File: src/rtl/uart_string_check_if.sv
`default_nettype none
// ============================================================================
// Module      : uart_string_check_if
// Description : Byte-strobe input and match/error status bundle for the
//               UART ID-string checker.
// Revision    : 1.0
// ============================================================================
interface uart_string_check_if #(
    parameter int CNT_W = 8
);
    logic             in_valid;
    logic [7:0]       in_data;
    logic             clr_cnt;
    logic             match;
    logic             error;
    logic             busy;
    logic [3:0]       index;
    logic [CNT_W-1:0] match_cnt;
    logic [CNT_W-1:0] err_cnt;

    modport master (
        output in_valid, in_data, clr_cnt,
        input  match, error, busy, index, match_cnt, err_cnt
    );

    modport slave (
        input  in_valid, in_data, clr_cnt,
        output match, error, busy, index, match_cnt, err_cnt
    );
endinterface
`default_nettype wire

File: src/rtl/uart_string_check.sv
`default_nettype none
// ============================================================================
// Module      : uart_string_check
// Description : Matches received UART bytes against the ID string
//               "hitsz2024311259"; pulses match/error and keeps counters.
// Revision    : 1.0
// ============================================================================
module uart_string_check #(
    parameter int TIMEOUT = 1_000_000,
    parameter int CNT_W   = 8
) (
    input  wire logic          clk,
    input  wire logic          rst,
    uart_string_check_if.slave bus
);

    localparam int GAP_W = (TIMEOUT > 2) ? $clog2(TIMEOUT) : 1;

    localparam logic [0:0]       ST_IDLE    = 1'b0;
    localparam logic [0:0]       ST_RECV    = 1'b1;
    localparam logic [7:0]       C_START    = 8'h68;
    localparam logic [3:0]       C_LAST_IDX = 4'd14;
    localparam logic [GAP_W-1:0] C_GAP_LAST = GAP_W'(TIMEOUT - 1);
    localparam logic [CNT_W-1:0] C_CNT_MAX  = '1;

    logic [0:0]       r_state_q, w_state_d;
    logic [3:0]       r_index_q, w_index_d;
    logic [GAP_W-1:0] r_gap_q,   w_gap_d;
    logic             r_match_q, w_match_d;
    logic             r_error_q, w_error_d;
    logic             r_busy_q,  w_busy_d;
    logic [CNT_W-1:0] r_mcnt_q,  w_mcnt_d;
    logic [CNT_W-1:0] r_ecnt_q,  w_ecnt_d;

    function automatic logic [7:0] f_expected(input logic [3:0] idx);
        case (idx)
            4'd0:    f_expected = 8'h68;
            4'd1:    f_expected = 8'h69;
            4'd2:    f_expected = 8'h74;
            4'd3:    f_expected = 8'h73;
            4'd4:    f_expected = 8'h7A;
            4'd5:    f_expected = 8'h32;
            4'd6:    f_expected = 8'h30;
            4'd7:    f_expected = 8'h32;
            4'd8:    f_expected = 8'h34;
            4'd9:    f_expected = 8'h33;
            4'd10:   f_expected = 8'h31;
            4'd11:   f_expected = 8'h31;
            4'd12:   f_expected = 8'h32;
            4'd13:   f_expected = 8'h35;
            4'd14:   f_expected = 8'h39;
            default: f_expected = 8'h00;
        endcase
    endfunction

    always_comb begin
        w_state_d = r_state_q;
        w_index_d = r_index_q;
        w_gap_d   = r_gap_q;
        w_match_d = 1'b0;
        w_error_d = 1'b0;

        case (r_state_q)
            ST_IDLE: begin
                w_gap_d = '0;
                if (bus.in_valid && (bus.in_data == C_START)) begin
                    w_index_d = 4'd1;
                    w_state_d = ST_RECV;
                end
            end
            default: begin
                // A byte arriving on the timeout edge takes precedence.
                if (bus.in_valid) begin
                    w_gap_d = '0;
                    if (bus.in_data == f_expected(r_index_q)) begin
                        if (r_index_q == C_LAST_IDX) begin
                            w_match_d = 1'b1;
                            w_index_d = 4'd0;
                            w_state_d = ST_IDLE;
                        end else begin
                            w_index_d = r_index_q + 4'd1;
                        end
                    end else begin
                        w_error_d = 1'b1;
                        if (bus.in_data == C_START) begin
                            w_index_d = 4'd1;
                        end else begin
                            w_index_d = 4'd0;
                            w_state_d = ST_IDLE;
                        end
                    end
                end else if (r_gap_q == C_GAP_LAST) begin
                    w_error_d = 1'b1;
                    w_index_d = 4'd0;
                    w_gap_d   = '0;
                    w_state_d = ST_IDLE;
                end else begin
                    w_gap_d = r_gap_q + GAP_W'(1);
                end
            end
        endcase

        w_busy_d = (w_state_d == ST_RECV);

        w_mcnt_d = r_mcnt_q;
        w_ecnt_d = r_ecnt_q;
        if (w_match_d && (r_mcnt_q != C_CNT_MAX)) begin
            w_mcnt_d = r_mcnt_q + CNT_W'(1);
        end
        if (w_error_d && (r_ecnt_q != C_CNT_MAX)) begin
            w_ecnt_d = r_ecnt_q + CNT_W'(1);
        end
        if (bus.clr_cnt) begin
            w_mcnt_d = '0;
            w_ecnt_d = '0;
        end
    end

    always_ff @(posedge clk) begin
        if (rst) begin
            r_state_q <= ST_IDLE;
            r_index_q <= 4'd0;
            r_gap_q   <= '0;
            r_match_q <= 1'b0;
            r_error_q <= 1'b0;
            r_busy_q  <= 1'b0;
            r_mcnt_q  <= '0;
            r_ecnt_q  <= '0;
        end else begin
            r_state_q <= w_state_d;
            r_index_q <= w_index_d;
            r_gap_q   <= w_gap_d;
            r_match_q <= w_match_d;
            r_error_q <= w_error_d;
            r_busy_q  <= w_busy_d;
            r_mcnt_q  <= w_mcnt_d;
            r_ecnt_q  <= w_ecnt_d;
        end
    end

    assign bus.match     = r_match_q;
    assign bus.error     = r_error_q;
    assign bus.busy      = r_busy_q;
    assign bus.index     = r_index_q;
    assign bus.match_cnt = r_mcnt_q;
    assign bus.err_cnt   = r_ecnt_q;

endmodule
`default_nettype wire

File: src/flat_wrapper.sv
// flat-port wrapper written by rule: the top's interface ports become plain ports
module uart_string_check_flat 
#(
    parameter int TIMEOUT = 1_000_000,
    parameter int CNT_W   = 8
)
  (clk, rst, bus_in_valid, bus_in_data, bus_clr_cnt, bus_match, bus_error, bus_busy, bus_index, bus_match_cnt, bus_err_cnt);
  uart_string_check_if #(.CNT_W(CNT_W)) bus_i ();
  input  wire logic clk;
  input  wire logic rst;
  input wire logic [$bits(bus_i.in_valid)-1:0] bus_in_valid;
  input wire logic [$bits(bus_i.in_data)-1:0] bus_in_data;
  input wire logic [$bits(bus_i.clr_cnt)-1:0] bus_clr_cnt;
  output wire logic [$bits(bus_i.match)-1:0] bus_match;
  output wire logic [$bits(bus_i.error)-1:0] bus_error;
  output wire logic [$bits(bus_i.busy)-1:0] bus_busy;
  output wire logic [$bits(bus_i.index)-1:0] bus_index;
  output wire logic [$bits(bus_i.match_cnt)-1:0] bus_match_cnt;
  output wire logic [$bits(bus_i.err_cnt)-1:0] bus_err_cnt;
  assign bus_i.in_valid = bus_in_valid;
  assign bus_i.in_data = bus_in_data;
  assign bus_i.clr_cnt = bus_clr_cnt;
  assign bus_match = bus_i.match;
  assign bus_error = bus_i.error;
  assign bus_busy = bus_i.busy;
  assign bus_index = bus_i.index;
  assign bus_match_cnt = bus_i.match_cnt;
  assign bus_err_cnt = bus_i.err_cnt;
  uart_string_check #(.TIMEOUT(TIMEOUT), .CNT_W(CNT_W)) u_core (.clk(clk), .rst(rst), .bus(bus_i));
endmodule
File: config.mk
export PLATFORM = sky130hd
export DESIGN_NAME = uart_string_check_flat
export DESIGN_NICKNAME = d
export VERILOG_FILES = /design/src/rtl/uart_string_check_if.sv /design/src/rtl/uart_string_check.sv /design/src/flat_wrapper.sv
export SDC_FILE = /design/constraint.sdc
export NUM_CORES = 1
export LEC_CHECK = 0
export CAP_MARGIN = 20
export CELL_PAD_IN_SITES_DETAIL_PLACEMENT = 1
export CELL_PAD_IN_SITES_GLOBAL_PLACEMENT = 1
export CORE_ASPECT_RATIO = 1.25
export CORE_UTILIZATION = 41
export CTS_CLUSTER_DIAMETER = 40
export DETAILED_ROUTE_END_ITERATION = 8
export PLACE_DENSITY = 0.82
export REMOVE_ABC_BUFFERS = 1
export SKIP_LAST_GASP = 1
export SYNTH_ARGS = -nofsm -noshare
export SYNTH_HDL_FRONTEND = slang
export SYNTH_SLANG_ARGS = --single-unit
File: constraint.sdc
create_clock -name clk -period 3.2 [get_ports clk]
set_input_delay 0.32 -clock clk [delete_from_list [all_inputs] [get_ports clk]]
set_output_delay 0.32 -clock clk [all_outputs]
set_load 0.005 [all_outputs]
Yosys cells after proc, flatten, opt, wreduce, memory -nomap -nowiden
Memories as Yosys holds them, arrays and structs flattened. A register that Yosys moved wholly into a read port is not among the register bits.
Index checks and enable logic that the tools add are counted.
{ "totals": {"reg_bits": 43, "rom_bits": 112, "input_bits": 12, "output_inout_bits": 23, "n_memories": 1} }
{ "op_classes": {"add_sub_neg": 4, "eq_ne": 7, "mux": 26, "bitwise": 1, "reduce_logical": 7} }
{ "memory_table": {"columns": ["memory", "words", "word_bits", "read_ports", "rd_clocked_by_memory_dff", "wr", "line_no", "rtl"], "rows": [
  ["(no name shown)", 16, 7, 1, 1, 0, "uart_string_check.sv:36", "case (idx)"]
]} }
{ "ops": {"columns": ["cell", "count"], "rows": [
  ["$mux W4", 8],
  ["$add A20 B1 Y20 const B", 1],
  ["$eq A20 B20 Y1 const B", 1],
  ["$add A8 B1 Y8 const B", 2],
  ["$mux W1", 16],
  ["$mux W8", 2],
  ["$ne A8 B8 Y1 const B", 2],
  ["$eq A8 B7 Y1 const B", 1],
  ["$eq A8 B8 Y1", 1],
  ["$add A4 B1 Y4 const B", 1],
  ["$eq A4 B4 Y1 const B", 1],
  ["$reduce_or A4 Y1", 1],
  ["$logic_and A1 B1 Y1", 3],
  ["$ne A3 B3 Y1 const B", 1],
  ["$reduce_and A2 Y1", 1],
  ["$reduce_bool A2 Y1", 1],
  ["$reduce_or A2 Y1", 1],
  ["$not A1 Y1", 1]
]} }

Longest topological paths before layout
Gate-level depths: netlist of the first run.
{ "depth": {"depth_word": 8, "depth_mapped": 11} }

Worst setup path before layout of the first run
OpenSTA, ideal clock, no wires.
{ "synth_path": {"path_kind": "input to register", "from": "in bus_in_data[6]", "to": "reg with a tool-made name", "setup_time_ns": 0.117, "t_arrival_ns": 2.338, "path_slack_ns": 0.746, "path_stages": 8, "cell_sequence": "xor2_1 or4_1 or4_1 nand3_1 nand2_1 ha_1 mux2_4 a22o_1"} }
{ "synth_rtl": {"columns": ["item", "line_no", "rtl"], "rows": [
  ["start: declaration", "flat_wrapper.sv:12", "input wire logic [$bits(bus_i.in_data)-1:0] bus_in_data;"]
]} }

==> metrics.yaml, run 1 <==
critical_path:
  crit_arrival_ns: 2.99
  critPathMaxStageDelay_ns: 0.60
  worst-path-max-fanout: 5
  crit_family: "simple AND/OR/NAND/NOR gates"
  path_buf_inv: 1
  critPathKind: "input pin to register"
  setup.worst_path.end_class: "register"
  crit_slowest_cell: "or4_1"
  crit_path_start_kind: "input pin"
  worstPathCellList: "clkdlybuf4s50_1 -> xor2_1 -> or4_1 -> or4_1 -> nand3_1 -> nand2_1 -> ha_1 -> mux2_4 -> a22o_1"
  required_ns: 3.40
  path_common_cell: "or4_1"
global_route:
  grt_pass1_vias: 2041
  antenna_found_initial: 0
  grt_pass1_wl_um: 9440
  grt_max_degree: 21
  track_usage_pct: 18.5
  grt_overflow: 0
logic_synthesis:
  ys_types: 48
  yosys_warnings: 0
  synth_top_family_by_area: "simple AND/OR/NAND/NOR gates"
  muxShareOfSynthArea_pct: 3.80
  synth_xor_xnor_area_share_pct: 11.2
  synth-compound-area-share_pct: 8.11
  synthAdderAreaFrac_pct: 5.01
  ys_async_sr_fraction_pct: 0
  post_synth_inst_count: 278
  synth_seq_area_share_pct: 40.0
  yosysTopAreaCell: "dfxtp_1"
  netlist_area_mm2: 0.00250
  synth.top_cells.by_area: "dfxtp_1 (40%), xor2_1 (6.3%), nor2_1 (5.3%), ha_1 (5.0%), xnor2_1 (4.9%)"
  avgSynthCellArea_um2: 8.99
  synth_top_flop_cell: "dfxtp_1"
  synthSimpleGateAreaFrac_pct: 28.2
  synth_edf_count: 0
  synth.top_cell.area_share_pct: 40.0
  ys_seq_elements: 50
routing:
  drt_iter0_markers: 83
  vias: 2101
  routed_via_density: 5.33
  drt_pass1_iterations: 4
  ant_nets: 0
  drc: 0
  wirelength_um: 5530
  avgRoutedWirePerCell_um: 14.0
timing:
  clock_skew_ns: 0.00578
  tightest_slew_ns: 0.816
  tns_ns: 0
  period_needed_ns: 2.80
  slew_headroom_pct: 45.4
  fmax_mhz: 358
  hold_viol_final: 0
  min_period_over_period_pct: 87.4
  rsz0062_at_grt: "no"
  slew_violations: 0
  setup_viol: 0
floorplan:
  fp.dieH_um: 89.3
  num_rows: 31
  start_util_pct: 42.7
  die_area_mm2: 0.00642
  core-area_mm2: 0.00586
  ioPinCount: 35
  die_w_um: 71.8
place:
  postPlaceCellArea_mm2: 0.00290
  io_buffers: 34
  hpwl_um: 4120
  routabilityCongestion: 0.800
run_status:
  status: "finished, final reports clean"
cells_and_area:
  fillers: 681
  antenna_cells: 0
  area_delta_synth_final_pct: 20.5
  final_area_mm2: 0.00301
  drive_above_1_share_pct: 6.09
  fin_nets: 333
clocking:
  numCtsBuffers: 5
  clkSinkCount: 50
  cts_tree: "built"
  path_clk_slew_ns: 0.09
  post_cts_buffers: 0
  clockBufferDepth: 2
  h-tree-depth: 2
  insertion_delay_ns: 0.30
  cts_hold_buf: 0
  post_cts_resized: 0
  clock-root-buffer: "clkbuf_8"
power_and_ir_drop:
  power.density_mw_per_mm2: 365
  peakVddDrop_mv: 0.217
  cellLeakagePower_uw: 0.00103
worst_hold_path:
  hp-class: "register to register"
flow_run:
  cap_violations: 0
cell type report:
type	instances	area, µm²	area share [%]
Clock inverter	2	37.5	1.25
Multi-Input combinational cell	208	1410	46.8
Sequential cell	50	1000	33.2
Clock buffer	6	72.6	2.41
Inverter	11	41.3	1.37
Timing Repair Buffer	35	348	11.5
Tap cell	82	103	3.41
layout by cell type (no fill, tap or decap), types with 2 or more instances in the layout:
cell             synthesis  final
a21oi_1                  7      7
a22o_1                   3      3
a22o_2                   3      3
and2_1                   4      4
and3_1                   6      6
and4_1                   4      4
clkbuf_8                 0      5
clkdlybuf4s50_1          0     34
dfxtp_1                 50     50
ha_1                    10     10
inv_1                   11     11
mux2i_1                  8      8
nand2_1                 17     17
nand2b_1                 3      3
nand3_1                 17     17
nand4_1                  9      9
nor2_1                  35     35
nor3_1                   4      4
nor3b_1                  2      2
nor4_1                   4      4
nor4b_1                  3      3
o211ai_1                 2      2
o21ai_0                  4      4
o31ai_1                  3      3
or3_1                    3      3
or4_1                    6      6
xnor2_1                 14     14
xor2_1                  18     18
Yosys cell counts (all sizes together), types with 2 or more instances:
cell / number
dfxtp: 50
nor2: 35
xor2: 18
nand2: 17
nand3: 17
xnor2: 14
inv: 11
ha: 10
nand4: 9
mux2i: 8
a21oi: 7
and3: 7
a22o: 6
clkbuf: 6
or4: 6
and2: 5
o21ai: 5
or3: 5
and4: 4
nor3: 4
nor4: 4
buf: 3
nand2b: 3
nor4b: 3
o31ai: 3
nor3b: 2
o211ai: 2
kinds of logic (layout without fill, tap and decap cells):
| group | Yosys count | count (layout) |
|---|---|---|
| simple gates | 129 | 129 |
| flops | 50 | 50 |
| xor+xnor | 32 | 32 |
| compound gates | 28 | 28 |
| buf+inv | 20 | 54 |
| fa+ha+maj | 10 | 10 |
| mux | 9 | 9 |
through the flow:
step	worst slack, ns	instances	utilization, %	hold WS [ns]	power (µW)
2_1_floorplan	0.746	269	-	0.392	649
3_3_place_gp	0.173	386	49.5	0.461	671
6_report	0.403	394	51.4	0.482	1100
3_5_place_dp	0.0891	386	49.5	0.472	672
5_1_grt	0.285	394	51.4	0.513	1150
4_1_cts	0.422	394	51.4	0.494	1120
final timing paths:
path / start / slack (ns) / to / depth (start not counted)
worst max-delay path: bus_in_data[6] / 0.40 / register / 9
worst min-delay path: u_core.r_gap_q[0]$_SDFF_PP0_ / 0.48 / u_core.r_gap_q[0]$_SDFF_PP0_ / 1
worst max register to register: u_core.r_gap_q[13]$_SDFF_PP0_ / 0.49 / u_core.bus.err_cnt[7]$_SDFFE_PP0P_ / 6
worst min register to register: u_core.r_gap_q[0]$_SDFF_PP0_ / 0.48 / u_core.r_gap_q[0]$_SDFF_PP0_ / 1
power by group:
part,total [µW],switching (µW),internal [µW]
clock network,444,210,233
registers,622,0.125,622
logic,35.3,17.2,18.1
total,1100,227,873
worst reg2reg max path: cells and delay by family (launching register included):
family | cells | cell delay (ns)
AND/OR/NAND/NOR | 4 | 1.94
flip-flops | 1 | 0.37
AO/OA/AOI/OAI | 2 | 0.34
routing by layer:
layer | vias up | global-route usage [%] | wire length (µm)
met3 | 5 | 3.04 | 137
met5 | - | 0 | 0
met4 | 0 | 5.35 | 45
met2 | 40 | 32.8 | 2800
met1 | 1013 | 23.3 | 2540
li1 | 1043 | - | -
Note: power is estimated with default switching activity, not from simulation.
==> inputs of run 2 (changes only) <==
- CORE_UTILIZATION: 41 -> 47
- DONT_BUFFER_PORTS: default -> 1
- PLACE_DENSITY: 0.82 -> 0.81
- RECOVER_POWER: default -> 50
- SKIP_CTS_REPAIR_TIMING: default -> 1
==> run 2 against run 1 <==
  * Sequential share of layout area grew 4.3 points
  * Clock skew barely moved
  * Fmax grew 2.9%
  * Wire length shrank 1.4%
  * Critical path depth down 3
  * Utilization up 1.0 points
  * Power up 7.0%
  * Worst hold slack got worse by 0.40 ns
  * Worst setup slack improved by 0.080 ns
  * First-iteration DRC count is 37% lower
  * Largest cell class unchanged
==> metrics.yaml, run 2 (synthesis gave the netlist of run 1 again) <==
cells_and_area:
  antenna_cells: 0
  mostFrequentLayoutCells: "dfxtp_1 (50), nor2_1 (35), xor2_1 (18)"
  area_delta_synth_final_pct: 6.56
  final_area_mm2: 0.00266
  drive_above_1_share_pct: 5.78
  fin_nets: 298
  layout_commonest_cell: "dfxtp_1"
floorplan:
  core-area_mm2: 0.00508
  start_util_pct: 49.2
  die_area_mm2: 0.00562
  fp.dieH_um: 83.5
  die_w_um: 67.2
  num_rows: 29
  ioPinCount: 35
clocking:
  clkSinkCount: 50
  numCtsBuffers: 5
  clockBufferDepth: 2
  cts_tree: "built"
  insertion_delay_ns: 0.30
  clock-root-buffer: "clkbuf_8"
  h-tree-depth: 2
  path_clk_slew_ns: 0.09
global_route:
  grt_pass1_wl_um: 9320
  grt_max_degree: 21
  antenna_found_initial: 0
  grt_overflow: 0
  grt_pass1_vias: 2054
  track_usage_pct: 21.0
routing:
  drc: 0
  wirelength_um: 5460
  drt_iter0_markers: 52
  routed_via_density: 5.87
  drt_pass1_iterations: 4
  vias: 1990
  ant_nets: 0
  avgRoutedWirePerCell_um: 16.1
timing:
  slew_violations: 0
  setup_viol: 0
  period_needed_ns: 2.72
  tns_ns: 0
  tightest_slew_ns: 0.837
  fmax_mhz: 368
  hold_viol_final: 0
  rsz0062_at_grt: "no"
  slew_headroom_pct: 44.0
  clock_skew_ns: 0.00586
  min_period_over_period_pct: 84.9
power_and_ir_drop:
  power.density_mw_per_mm2: 442
  total_power_uw: 1180
  cellLeakagePower_uw: 0.000924
  peakVddDrop_mv: 0.242
run_status:
  status: "finished, final reports clean"
worst_hold_path:
  hp-class: "input pin to register"
  hold_start: "rst"
  hold_depth: 1
  min_to: "u_core.bus.match$_SDFF_PP0_"
critical_path:
  crit_path_start_kind: "register"
  worstReg2RegEnd: "u_core.bus.err_cnt[7]$_SDFFE_PP0P_"
  ff2ff_path_depth: 6
  setup.worst_path.end_class: "register"
  reg2reg_slack_ns: 0.48
  critPathKind: "register to register"
  required_ns: 3.44
  crit_arrival_ns: 2.95
  worst-path-max-fanout: 14
  r2r_start: "u_core.r_gap_q[13]$_SDFF_PP0_"
flow_run:
  cap_violations: 0
place:
  postPlaceCellArea_mm2: 0.00253
  routabilityCongestion: 0.780
  io_buffers: 0
  hpwl_um: 3930
[run 2: worst max path at each step]
stage	depth (start not counted)	slack [ns]	endpoint	start
finish	6	0.48	u_core.bus.err_cnt[7]$_SDFFE_PP0P_	u_core.r_gap_q[13]$_SDFF_PP0_
global route	6	0.28	u_core.bus.err_cnt[5]$_SDFFE_PP0P_	u_core.r_gap_q[13]$_SDFF_PP0_
CTS	8	0.50	register	u_core.r_gap_q[13]$_SDFF_PP0_
detailed placement	6	0.55	u_core.bus.err_cnt[7]$_SDFFE_PP0P_	u_core.r_gap_q[13]$_SDFF_PP0_
global placement	6	0.62	u_core.bus.err_cnt[7]$_SDFFE_PP0P_	u_core.r_gap_q[13]$_SDFF_PP0_
floorplan	8	0.75	register	bus_in_data[6]
[run 2: where the power goes]
group	leakage, µW	internal, µW	switching (µW)
logic	0.000450	6.32	9.32
registers	0.000403	622	0.151
clock network	0.0000714	333	207
total	0.000924	961	217
[run 2: stage by stage]
stage          util, %  cells  hold WS [ns]  setup slack [ns]
3_5_place_dp      49.8    331         0.398             0.548
6_report          52.4    339        0.0796             0.483
5_1_grt           52.4    339        0.0609             0.281
2_1_floorplan        -    269         0.392             0.746
4_1_cts           52.6    339        0.0709             0.500
3_3_place_gp      49.8    331         0.401             0.622
[run 2: area by class of cell]
class | instances | area [µm²]
well taps | 62 | 77.6
fillers | 612 | 2420
multi-input cells | 208 | 1400
clock buffers | 6 | 82.6
clock inverters | 2 | 60.1
inverters | 11 | 41.3
flip-flops and latches | 50 | 1000
[run 2: worst max-delay path, stage by stage, from the launching register on]
cell and delay [ns]:
dfxtp_1 0.36, or4b_1 0.57, or3_1 0.42, o21ai_2 0.19, nand3_1 0.37, or4_1 0.60
a21oi_1 0.14
[run 2: per-layer routing]
metal  wire length (µm)  part of all wire, %  global-route usage, %
met4                 97                  1.8                   7.74
met3                286                  5.2                   5.60
met5                  0                    0                      0
met2               2650                   48                   34.0
met1               2430                   44                   26.0
